===== config.mk =====
export PLATFORM = sky130hd
export DESIGN_NAME = avalon_packet_arbiter
export DESIGN_NICKNAME = d
export VERILOG_FILES = /design/src/rtl/avalon_packet_arbiter_pkg.sv /design/src/rtl/rr_arbiter.sv /design/src/rtl/avalon_packet_arbiter.sv
export SDC_FILE = /design/constraint.sdc
export NUM_CORES = 1
export LEC_CHECK = 0
export CORE_AREA = 4 4 81 83
export CTS_CLUSTER_DIAMETER = 100
export DETAILED_ROUTE_END_ITERATION = 8
export DIE_AREA = 0 0 85 87
export PLACE_DENSITY = 0.86
export SLEW_MARGIN = 30
export SYNTH_ARGS = -nofsm -noshare
export SYNTH_HDL_FRONTEND = slang
export SYNTH_SLANG_ARGS = --single-unit

===== constraint.sdc =====
create_clock -name clk_i -period 4.1 [get_ports clk_i]
set_clock_uncertainty 0.1 [all_clocks]
set_input_delay 0.82 -clock clk_i [delete_from_list [all_inputs] [get_ports clk_i]]
set_output_delay 0.82 -clock clk_i [all_outputs]
set_load 0.01 [all_outputs]

===== src/rtl/avalon_packet_arbiter_pkg.sv =====
// Shared types and helpers for the Avalon-ST packet arbiter.
//   arb_state_t : arbiter FSM states
//   rr_pick     : round-robin index selection from a request vector and the last grant
package avalon_arbiter_pack;

  // Upper bound on the number of sources rr_pick can scan.
  localparam int unsigned MAX_SRC = 32;

  typedef enum logic [1:0] {IDLE, LOCKED, CLOSE, DRAIN} arb_state_t;

  // First set bit of req scanning upward from last+1, wrapping at n. Returns last when req is
  // empty. The loop has a constant bound so it unrolls in synthesis.
  function automatic int unsigned rr_pick(input logic [MAX_SRC-1:0] req,
                                          input int unsigned        last,
                                          input int unsigned        n);
    int unsigned idx;
    logic        found;
    rr_pick = last;
    found   = 1'b0;
    for (int unsigned k = 1; k <= MAX_SRC; k++) begin
      if (!found && (k <= n)) begin
        idx = last + k;
        if (idx >= n) idx = idx - n;
        if (req[idx[$clog2(MAX_SRC)-1:0]]) begin
          rr_pick = idx;
          found   = 1'b1;
        end
      end
    end
  endfunction

endpackage


===== src/rtl/rr_arbiter.sv =====
// Combinational round-robin pick.
//   req_i  : request vector, one bit per source
//   last_i : previously granted index; the scan starts just above it
//   pick_o : winning index (equals last_i when nothing requests)
module rr_arbiter
  import avalon_arbiter_pack::*;
#(
  parameter int unsigned NUM_SRC = 4
) (
  input  logic [NUM_SRC-1:0]         req_i,
  input  logic [$clog2(NUM_SRC)-1:0] last_i,
  output logic [$clog2(NUM_SRC)-1:0] pick_o
);

  localparam int unsigned GW = $clog2(NUM_SRC);

  logic [MAX_SRC-1:0] req_ext;

  always_comb begin
    req_ext                = '0;
    req_ext[NUM_SRC-1:0]   = req_i;
    pick_o                 = GW'(rr_pick(req_ext, 32'(last_i), NUM_SRC));
  end

endmodule


===== src/rtl/avalon_packet_arbiter.sv =====
// Packet-level round-robin arbiter sharing one Avalon-ST output among NUM_SRC sources.
// The grant is held from sop to eop so packets never interleave; non-sop beats offered while
// idle are discarded so a broken source cannot wedge the output.
// Ports:
//   clk_i, rst_i                      clock, asynchronous active-high reset
//   in_valid_i/in_sop_i/in_eop_i      per-source sideband, one bit per source
//   in_data_i/in_empty_i              per-source payload, source i at [i*W +: W]
//   in_ready_o                        per-source ready
//   out_valid_o/out_sop_o/out_eop_o   output sideband
//   out_data_o/out_empty_o            output payload (empty is 0 except on eop)
//   out_ready_i                       output backpressure
//   grant_id_o                        current/last granted source
//   busy_o                            a packet holds the grant
//   orphan_drop_o                     1-cycle pulse per discarded orphan beat
//   timeout_err_o                     1-cycle pulse on a forced packet close
// Optional feature: define AVALON_ARB_TIMEOUT_EN to close packets whose source stalls for
// TIMEOUT_CYCLES cycles mid-packet and drain the rest of that packet.
module avalon_packet_arbiter
  import avalon_arbiter_pack::*;
#(
  parameter int unsigned NUM_SRC        = 4,
  parameter int unsigned DATA_WIDTH     = 32,
  parameter int unsigned EMPTY_WIDTH    = 2,
  parameter int unsigned TIMEOUT_CYCLES = 256
) (
  input  logic                           clk_i,
  input  logic                           rst_i,
  input  logic [NUM_SRC-1:0]             in_valid_i,
  input  logic [NUM_SRC-1:0]             in_sop_i,
  input  logic [NUM_SRC-1:0]             in_eop_i,
  input  logic [NUM_SRC*DATA_WIDTH-1:0]  in_data_i,
  input  logic [NUM_SRC*EMPTY_WIDTH-1:0] in_empty_i,
  output logic [NUM_SRC-1:0]             in_ready_o,
  output logic                           out_valid_o,
  output logic                           out_sop_o,
  output logic                           out_eop_o,
  output logic [DATA_WIDTH-1:0]          out_data_o,
  output logic [EMPTY_WIDTH-1:0]         out_empty_o,
  input  logic                           out_ready_i,
  output logic [$clog2(NUM_SRC)-1:0]     grant_id_o,
  output logic                           busy_o,
  output logic [NUM_SRC-1:0]             orphan_drop_o,
  output logic                           timeout_err_o
);

  localparam int unsigned GW = $clog2(NUM_SRC);

  arb_state_t              state_q, state_d;
  logic [GW-1:0]           grant_q, grant_d, pick;
  logic [NUM_SRC-1:0]      req, orphan;
  logic [DATA_WIDTH-1:0]   data_arr  [NUM_SRC];
  logic [EMPTY_WIDTH-1:0]  empty_arr [NUM_SRC];
  logic                    stall_hit;

  for (genvar i = 0; i < NUM_SRC; i++) begin : g_unpack
    assign data_arr[i]  = in_data_i[i*DATA_WIDTH +: DATA_WIDTH];
    assign empty_arr[i] = in_empty_i[i*EMPTY_WIDTH +: EMPTY_WIDTH];
  end

  assign req    = in_valid_i & in_sop_i;
  assign orphan = in_valid_i & ~in_sop_i;

  rr_arbiter #(
    .NUM_SRC(NUM_SRC)
  ) u_rr (
    .req_i (req),
    .last_i(grant_q),
    .pick_o(pick)
  );

`ifdef AVALON_ARB_TIMEOUT_EN
  localparam int unsigned CntW = $clog2(TIMEOUT_CYCLES + 1);

  logic [CntW-1:0] stall_q, stall_d;

  // Counts only cycles where the granted source offers nothing; backpressure does not count.
  always_comb begin
    stall_d = '0;
    if (state_q == LOCKED) begin
      if (in_valid_i[grant_q] && out_ready_i) stall_d = '0;
      else if (!in_valid_i[grant_q])          stall_d = stall_q + 1'b1;
      else                                    stall_d = stall_q;
    end
  end

  assign stall_hit = (state_q == LOCKED) && !in_valid_i[grant_q] &&
                     (stall_q == CntW'(TIMEOUT_CYCLES - 1));

  always_ff @(posedge clk_i or posedge rst_i) begin
    if (rst_i) stall_q <= '0;
    else       stall_q <= stall_d;
  end
`else
  localparam int unsigned UnusedTimeoutCycles = TIMEOUT_CYCLES;
  assign stall_hit = 1'b0;
`endif

  always_comb begin
    state_d       = state_q;
    grant_d       = grant_q;
    in_ready_o    = '0;
    orphan_drop_o = '0;
    out_valid_o   = 1'b0;
    out_sop_o     = 1'b0;
    out_eop_o     = 1'b0;
    out_data_o    = '0;
    out_empty_o   = '0;
    timeout_err_o = 1'b0;

    unique case (state_q)
      IDLE: begin
        // Orphans are swallowed; sop requesters wait one bubble cycle for the grant.
        in_ready_o    = orphan;
        orphan_drop_o = orphan;
        if (|req) begin
          grant_d = pick;
          state_d = LOCKED;
        end
      end
      LOCKED: begin
        out_valid_o         = in_valid_i[grant_q];
        out_sop_o           = in_sop_i[grant_q];
        out_eop_o           = in_eop_i[grant_q];
        out_data_o          = data_arr[grant_q];
        if (in_eop_i[grant_q]) out_empty_o = empty_arr[grant_q];
        in_ready_o[grant_q] = out_ready_i;
        if (in_valid_i[grant_q] && out_ready_i && in_eop_i[grant_q]) state_d = IDLE;
        else if (stall_hit)                                          state_d = CLOSE;
      end
`ifdef AVALON_ARB_TIMEOUT_EN
      CLOSE: begin
        // Synthetic eop so downstream sees a terminated packet.
        out_valid_o = 1'b1;
        out_eop_o   = 1'b1;
        if (out_ready_i) begin
          timeout_err_o = 1'b1;
          state_d       = DRAIN;
        end
      end
      DRAIN: begin
        in_ready_o[grant_q] = 1'b1;
        if (in_valid_i[grant_q] && in_eop_i[grant_q]) state_d = IDLE;
      end
`endif
      default: state_d = IDLE;
    endcase

    // State is already IDLE during reset; this keeps the idle-state drop path quiet too.
    if (rst_i) begin
      in_ready_o    = '0;
      orphan_drop_o = '0;
      timeout_err_o = 1'b0;
    end
  end

  always_ff @(posedge clk_i or posedge rst_i) begin
    if (rst_i) begin
      state_q <= IDLE;
      grant_q <= GW'(NUM_SRC - 1);
    end else begin
      state_q <= state_d;
      grant_q <= grant_d;
    end
  end

  assign grant_id_o = grant_q;
  assign busy_o     = (state_q != IDLE);

endmodule


# After elaboration in Yosys (flattened, before gate mapping)
# Index checks and enable logic that the tools add are counted.
dict set report classes {
  n_mux 54
  n_bitwise 5
  n_reduce_logical 8
  eq_ne 3
  n_lt_le_gt_ge 11
  shift 0
  n_div 0
  multipliers 0
  add_sub_neg 8
}
# cell n
set op_table {}
lappend op_table {{32-bit by 3-bit greater-or-equal comparator with 1-bit output, second input constant} 4}
lappend op_table {{32-bit two-way mux} 3}
lappend op_table {{32-bit binary-select mux with 2-bit select} 1}
lappend op_table {{5-bit two-way mux} 7}
lappend op_table {{2-bit two-way mux} 13}
lappend op_table {{5-bit by 6-bit < comparator with 1-bit output, second input constant} 4}
lappend op_table {{1-bit binary-select mux with 5-bit select} 4}
lappend op_table {{1-bit two-way mux} 16}
lappend op_table {{4-bit bitwise AND} 3}
lappend op_table {{4-bit two-way mux} 3}
lappend op_table {{3-bit by 3-bit subtractor with 4-bit output, second input constant} 3}
lappend op_table {{4-bit one-hot mux with 2 select lines} 1}
lappend op_table {{2-bit by 2-bit adder with 3-bit output, second input constant} 2}
lappend op_table {{1-bit binary-select mux with 2-bit select} 3}
lappend op_table {{4-bit by 3-bit subtractor with 5-bit output, second input constant} 1}
lappend op_table {{2-bit by 3-bit adder with 4-bit output, second input constant} 1}
lappend op_table {{2-bit binary-select mux with 2-bit select} 1}
lappend op_table {{2-bit inequality test, second input constant} 2}
lappend op_table {{4-bit NOT} 1}
lappend op_table {{2-bit one-hot mux with 2 select lines} 1}
lappend op_table {{2-bit AND reduction} 2}
lappend op_table {{4-bit OR reduction} 1}
lappend op_table {{2-bit by 1-bit adder with 3-bit output, second input constant} 1}
lappend op_table {{3-bit greater-or-equal comparator, second input constant} 1}
lappend op_table {{8 further kinds} 10}
dict set report word_totals {
  romBits 0
  ff_bits 4
  ramBits 0
  latch_bits 0
  input_bits 151
  memories 0
}

# Depth between registers and ports, before layout
dict set report depth {
  depth_word 21
  depth_mapped 8
}

# By module
# From an unflattened synthesis, not the netlist that was laid out.
dict set report unflattened {
  hier_cells 146
  area_unflattened_um2 1687.9
}
# mod area_each_um2 seq_area_each_um2 n_inst cells_per_inst
set by_module_without_submodules {}
lappend by_module_without_submodules {avalon_packet_arbiter 1431.4 77.6 1 120}
lappend by_module_without_submodules {rr_arbiter 256.5 0.0 1 26}

# Least setup slack after synthesis
# No wires, ideal clock.
dict set report synth_path {
  kind {register to register}
  from {register grant_q[0], in the netlist grant_id_o[0]}
  to {register grant_q[1], in the netlist grant_id_o[1]}
  setup_time_ps 86
  arrival_time_ps 2566
  path_stages_with_launch 9
  period_less_slack_ps 2752
  setup_slack_ps 1348
  n_path_buf 2
  cell_sequence {dfstp_2 buf_2 inv_2 ha_1 buf_2 mux4_2 or4b_1 a211oi_2 a211oi_1}
}
dict set report synth_between {
  elab_chain_len 12
}
# item line
set synth_rtl {}
lappend synth_rtl {{from (decl)} avalon_packet_arbiter.sv:49} ;# logic [GW-1:0] grant_q, grant_d, pick;
lappend synth_rtl {{from (signal assigned)} avalon_packet_arbiter.sv:159} ;# grant_q <= GW'(NUM_SRC - 1);
lappend synth_rtl {{from (signal assigned)} avalon_packet_arbiter.sv:162} ;# grant_q <= grant_d;
lappend synth_rtl {{2-bit by 1-bit adder with 3-bit output / 2-bit by 2-bit adder with 3-bit output (equally long branches)} avalon_packet_arbiter_pkg.sv:22} ;# idx = last + k;
lappend synth_rtl {{32-bit by 3-bit greater-or-equal comparator with 1-bit output / 3-bit by 3-bit subtractor with 4-bit output (equally long branches)} avalon_packet_arbiter_pkg.sv:23} ;# if (idx >= n) idx = idx - n;
lappend synth_rtl {{5-bit two-way mux} avalon_packet_arbiter_pkg.sv:23}
lappend synth_rtl {{1-bit binary-select mux with 5-bit select / 5-bit two-way mux (equally long branches)} {avalon_packet_arbiter_pkg.sv:24, avalon_packet_arbiter_pkg.sv:21}}
lappend synth_rtl {{1-bit two-way mux (implied by the code) / 1-bit binary-select mux with 5-bit select (equally long branches)} avalon_packet_arbiter_pkg.sv:24} ;# if (req[idx[$clog2(MAX_SRC)-1:0]]) begin
lappend synth_rtl {{2-bit two-way mux / 1-bit two-way mux (equally long branches)} avalon_packet_arbiter_pkg.sv:24}
lappend synth_rtl {{2-bit two-way mux} avalon_packet_arbiter_pkg.sv:24}
lappend synth_rtl {{2-bit two-way mux} avalon_packet_arbiter_pkg.sv:21} ;# if (!found && (k <= n)) begin
lappend synth_rtl {{2-bit two-way mux} avalon_packet_arbiter_pkg.sv:24}
lappend synth_rtl {{2-bit two-way mux} avalon_packet_arbiter_pkg.sv:21}
lappend synth_rtl {{2-bit two-way mux} avalon_packet_arbiter_pkg.sv:24}
lappend synth_rtl {{2-bit two-way mux *} avalon_packet_arbiter_pkg.sv:21}
# Every way passes the cells marked *; elsewhere a longest branch is shown, timed or not. The select of a mux whose other input is x is not followed.
# A chain may end at the register's enable or synchronous reset.

# Final worst setup path
dict set report layout_path {
  from {register grant_q[1], in the netlist grant_id_o[1]}
  to {output out_empty_o[1]}
}
dict set report layout_between {
  elab_chain_len 6
}
# item line
set layout_rtl {}
lappend layout_rtl {{2-bit NOT with 3-bit output (implied by the code)} avalon_packet_arbiter.sv:125} ;# if (in_eop_i[grant_q]) out_empty_o = empty_arr[grant_q];
lappend layout_rtl {{2-bit binary-select mux with 2-bit select} avalon_packet_arbiter.sv:125}
lappend layout_rtl {{2-bit two-way mux (implied by the code) (2 in series)} avalon_packet_arbiter.sv:125}
lappend layout_rtl {{2-bit two-way mux *} avalon_packet_arbiter.sv:125}
lappend layout_rtl {{2-bit two-way mux *} avalon_packet_arbiter.sv:110} ;# unique case (state_q)
lappend layout_rtl {{to (decl)} avalon_packet_arbiter.sv:38} ;# output logic [EMPTY_WIDTH-1:0] out_empty_o,
# Marked as above.

==> impl_metrics.toml <==
[cells_and_area]
syn_to_final_growth_pct = 123
n_antenna_cell = 0
num-fill-cells = 478
nets = 501
drive_above_1_share_pct = 15.4
fin_area_um2 = 3770

[clock_network]
htree_levels = 1
post_cts_buffers = 0
root_buffer = "clkbuf_8"
cts_tree = "done"
clock_latency_ns = 0.21
clkTransAtPathRegs_ns = 0.03
clock_path_buffers = 2
holdBufCountCts = 0
clock-sinks = 3
ctsResizeCount = 0
cts-buffers-inserted = 3

[placed_design]
io_buffers = 198
dp_hpwl_mm = 7.55
preCtsSetupSlack_ns = 0.621
place_area_um2 = 3720
gp_congestion = 0.894

[status]
status = "finished clean"

[floorplan]
coreArea_um2 = 5850
fp.dieW_um = 85
ios = 200
die_y_um = 87
die-area_um2 = 7400
initial_core_util_pct = 28.9
fp-row-count = 28

[worst_setup_path]
critPathKind = "reg -> out"
worst_setup_path_end_kind = "output port"
critPathLaunchType = "flop"
rr_worst_depth = 6
cp.arrival_ns = 2.58
cp_slowest_cell = "dfstp_2"
crit_chain = "buf_4 > mux4_2 > and3_1 > clkdlybuf4s50_1"
slowest_delay_ns = 0.94
cp.required_ns = 3.18
cp_max_fo = 27

[yosys]
synth_edf_count = 0
postSynth.asyncResetShare_pct = 100
postSynthCellCount = 154
ys.flop_type = "dfstp_2"
synth_seq_cells = 3
synth_area_um2 = 1690
syn-num-nets = 310
avgSynthCellArea_um2 = 11.0
seq_area_frac_synth_pct = 4.59
yosysWarnings = 0
synth_cell_types = 38

[global_route]
grt_pass1_vias = 2354
grt_pass1_wl_mm = 13.3
grt_overflow = 0
grt_usage_pct = 22.9
grt_max_degree = 29
antenna_found_initial = 0

[min_path]
hold_class = "reg -> reg"
min_path_cells = 2

[flow_run]
cap_violations = 0

[pwr]
power.leakage_nw = 1.37
power.density_nw_per_um2 = 520
vdd_drop_max_mv = 0.281

[sta]
finalWorstSetupSlack_ns = 0.602
slew_viol_final = 0
post-route-min-period_ns = 3.50
worst_slew_pin_slew_ns = 0.749
finalHoldViolations = 0
slew_headroom_pct = 50.1
period_share_pct = 85.3
setup_violations = 0
fin_setup_tns_ns = 0
max_freq_mhz = 286
rsz0062_at_grt = "false"

[detailed_routing]
routed_wirelength_mm = 8.86
wl_per_cell_um = 21.1
via_per_inst = 5.24
vias = 2197
first_pass_iters = 6
drt_iter0_drc = 60
ant_nets = 0
drc_errors = 0
==> metal layers <==
metal	wire length, µm	global-route usage (%)	up-vias
met3	781	6.53	10
met4	148	5.18	0
met2	4620	42.9	116
li1	-	-	1003
met1	3310	25.5	1068
met5	0	0	-
==> final timing paths <==
path                          startpoint              to  slack, ns
max in group asynchronous          rst_i   grant_id_o[0]       2.84
min reg2reg                grant_id_o[0]   grant_id_o[0]       0.70
min in group asynchronous          rst_i      state_q[0]       0.83
max                        grant_id_o[1]  out_empty_o[1]       0.60
min                        grant_id_o[0]   grant_id_o[0]       0.70
max reg2reg                grant_id_o[1]   grant_id_o[1]       0.87
==> final cells by class <==
type,instances,area (µm²),share of cell area [%]
repair buffers,202,2010,53.4
multi-input cells,131,1530,40.5
well taps,75,93.8,2.49
inverters,4,15.0,0.398
clock buffers,4,45.0,1.19
flip-flops and latches,3,77.6,2.06
==> power breakdown <==
part	total (mW)	internal (mW)	switching [mW]
Combinational	1.76	1.08	0.675
Clock	0.0863	0.0664	0.0200
Sequential	0.118	0.0500	0.0683
Total	1.96	1.20	0.763
==> Yosys cell counts (all sizes together), types with 2 or more instances <==
| library cell | n | area share, % |
|---|---|---|
| ha | 5 | 3.7 |
| inv | 4 | 0.89 |
| a211oi | 2 | 1.2 |
| nand2 | 5 | 1.6 |
| buf | 11 | 3.1 |
| o211ai | 2 | 0.89 |
| a22oi | 2 | 0.89 |
| mux4 | 40 | 54 |
| a21oi | 2 | 0.59 |
| nor4b | 4 | 2.1 |
| nor2 | 3 | 0.67 |
| and2 | 39 | 15 |
| o21ai | 4 | 1.2 |
| nand3 | 3 | 0.89 |
| clkbuf | 5 | 1.1 |
| and3 | 3 | 1.1 |
| nand4 | 2 | 0.74 |
| a21o | 4 | 1.8 |
| nand3b | 2 | 0.89 |
| dfstp | 2 | 3.1 |
==> registers in the layout, indices dropped and copies added, names as in the netlist <==
register	flops
grant_id_o	2
state_q	1
==> stage by stage <==
stage	util (%)	hold WS, ns	std cells	total power, mW
after floorplan	-	0.478	154	1.07
after global placement	63.7	0.702	415	1.87
after detailed placement	63.7	0.718	415	1.89
after CTS	64.4	0.724	419	1.99
after global routing	64.4	0.748	419	2.09
final	64.4	0.702	419	1.96
==> placed cells by master (no fill, tap or decap), types with 4 or more instances in the layout <==
cell type and instances:
a21o_1 4, mux4_2 38, and2_1 38, clkdlybuf4s50_1 198, ha_1 5, buf_4 4
nor4b_1 4
==> cell families (layout without fill, tap and decap cells) <==
group / count (synthesis) / count (layout) / synth area share (%)
adder cells (fa/ha/maj): 5 / 5 / 3.70
other: 1 / 1 / 0.222
XOR/XNOR: 1 / 1 / 0.518
AND/OR/NAND/NOR: 63 / 63 / 23.4
flip-flops: 3 / 3 / 4.59
multiplexers: 40 / 40 / 53.7
AO/OA/AOI/OAI: 21 / 21 / 8.73
buffers and inverters: 20 / 210 / 5.11
==> critical path, delay by kind of cell (launching register included) <==
| kind | cells | cell delay [ns] |
|---|---|---|
| multiplexers | 1 | 0.34 |
| buffers and inverters | 2 | 0.89 |
| AND/OR/NAND/NOR | 1 | 0.19 |
| flip-flops | 1 | 0.94 |
Power figures use the tool's default switching activity.
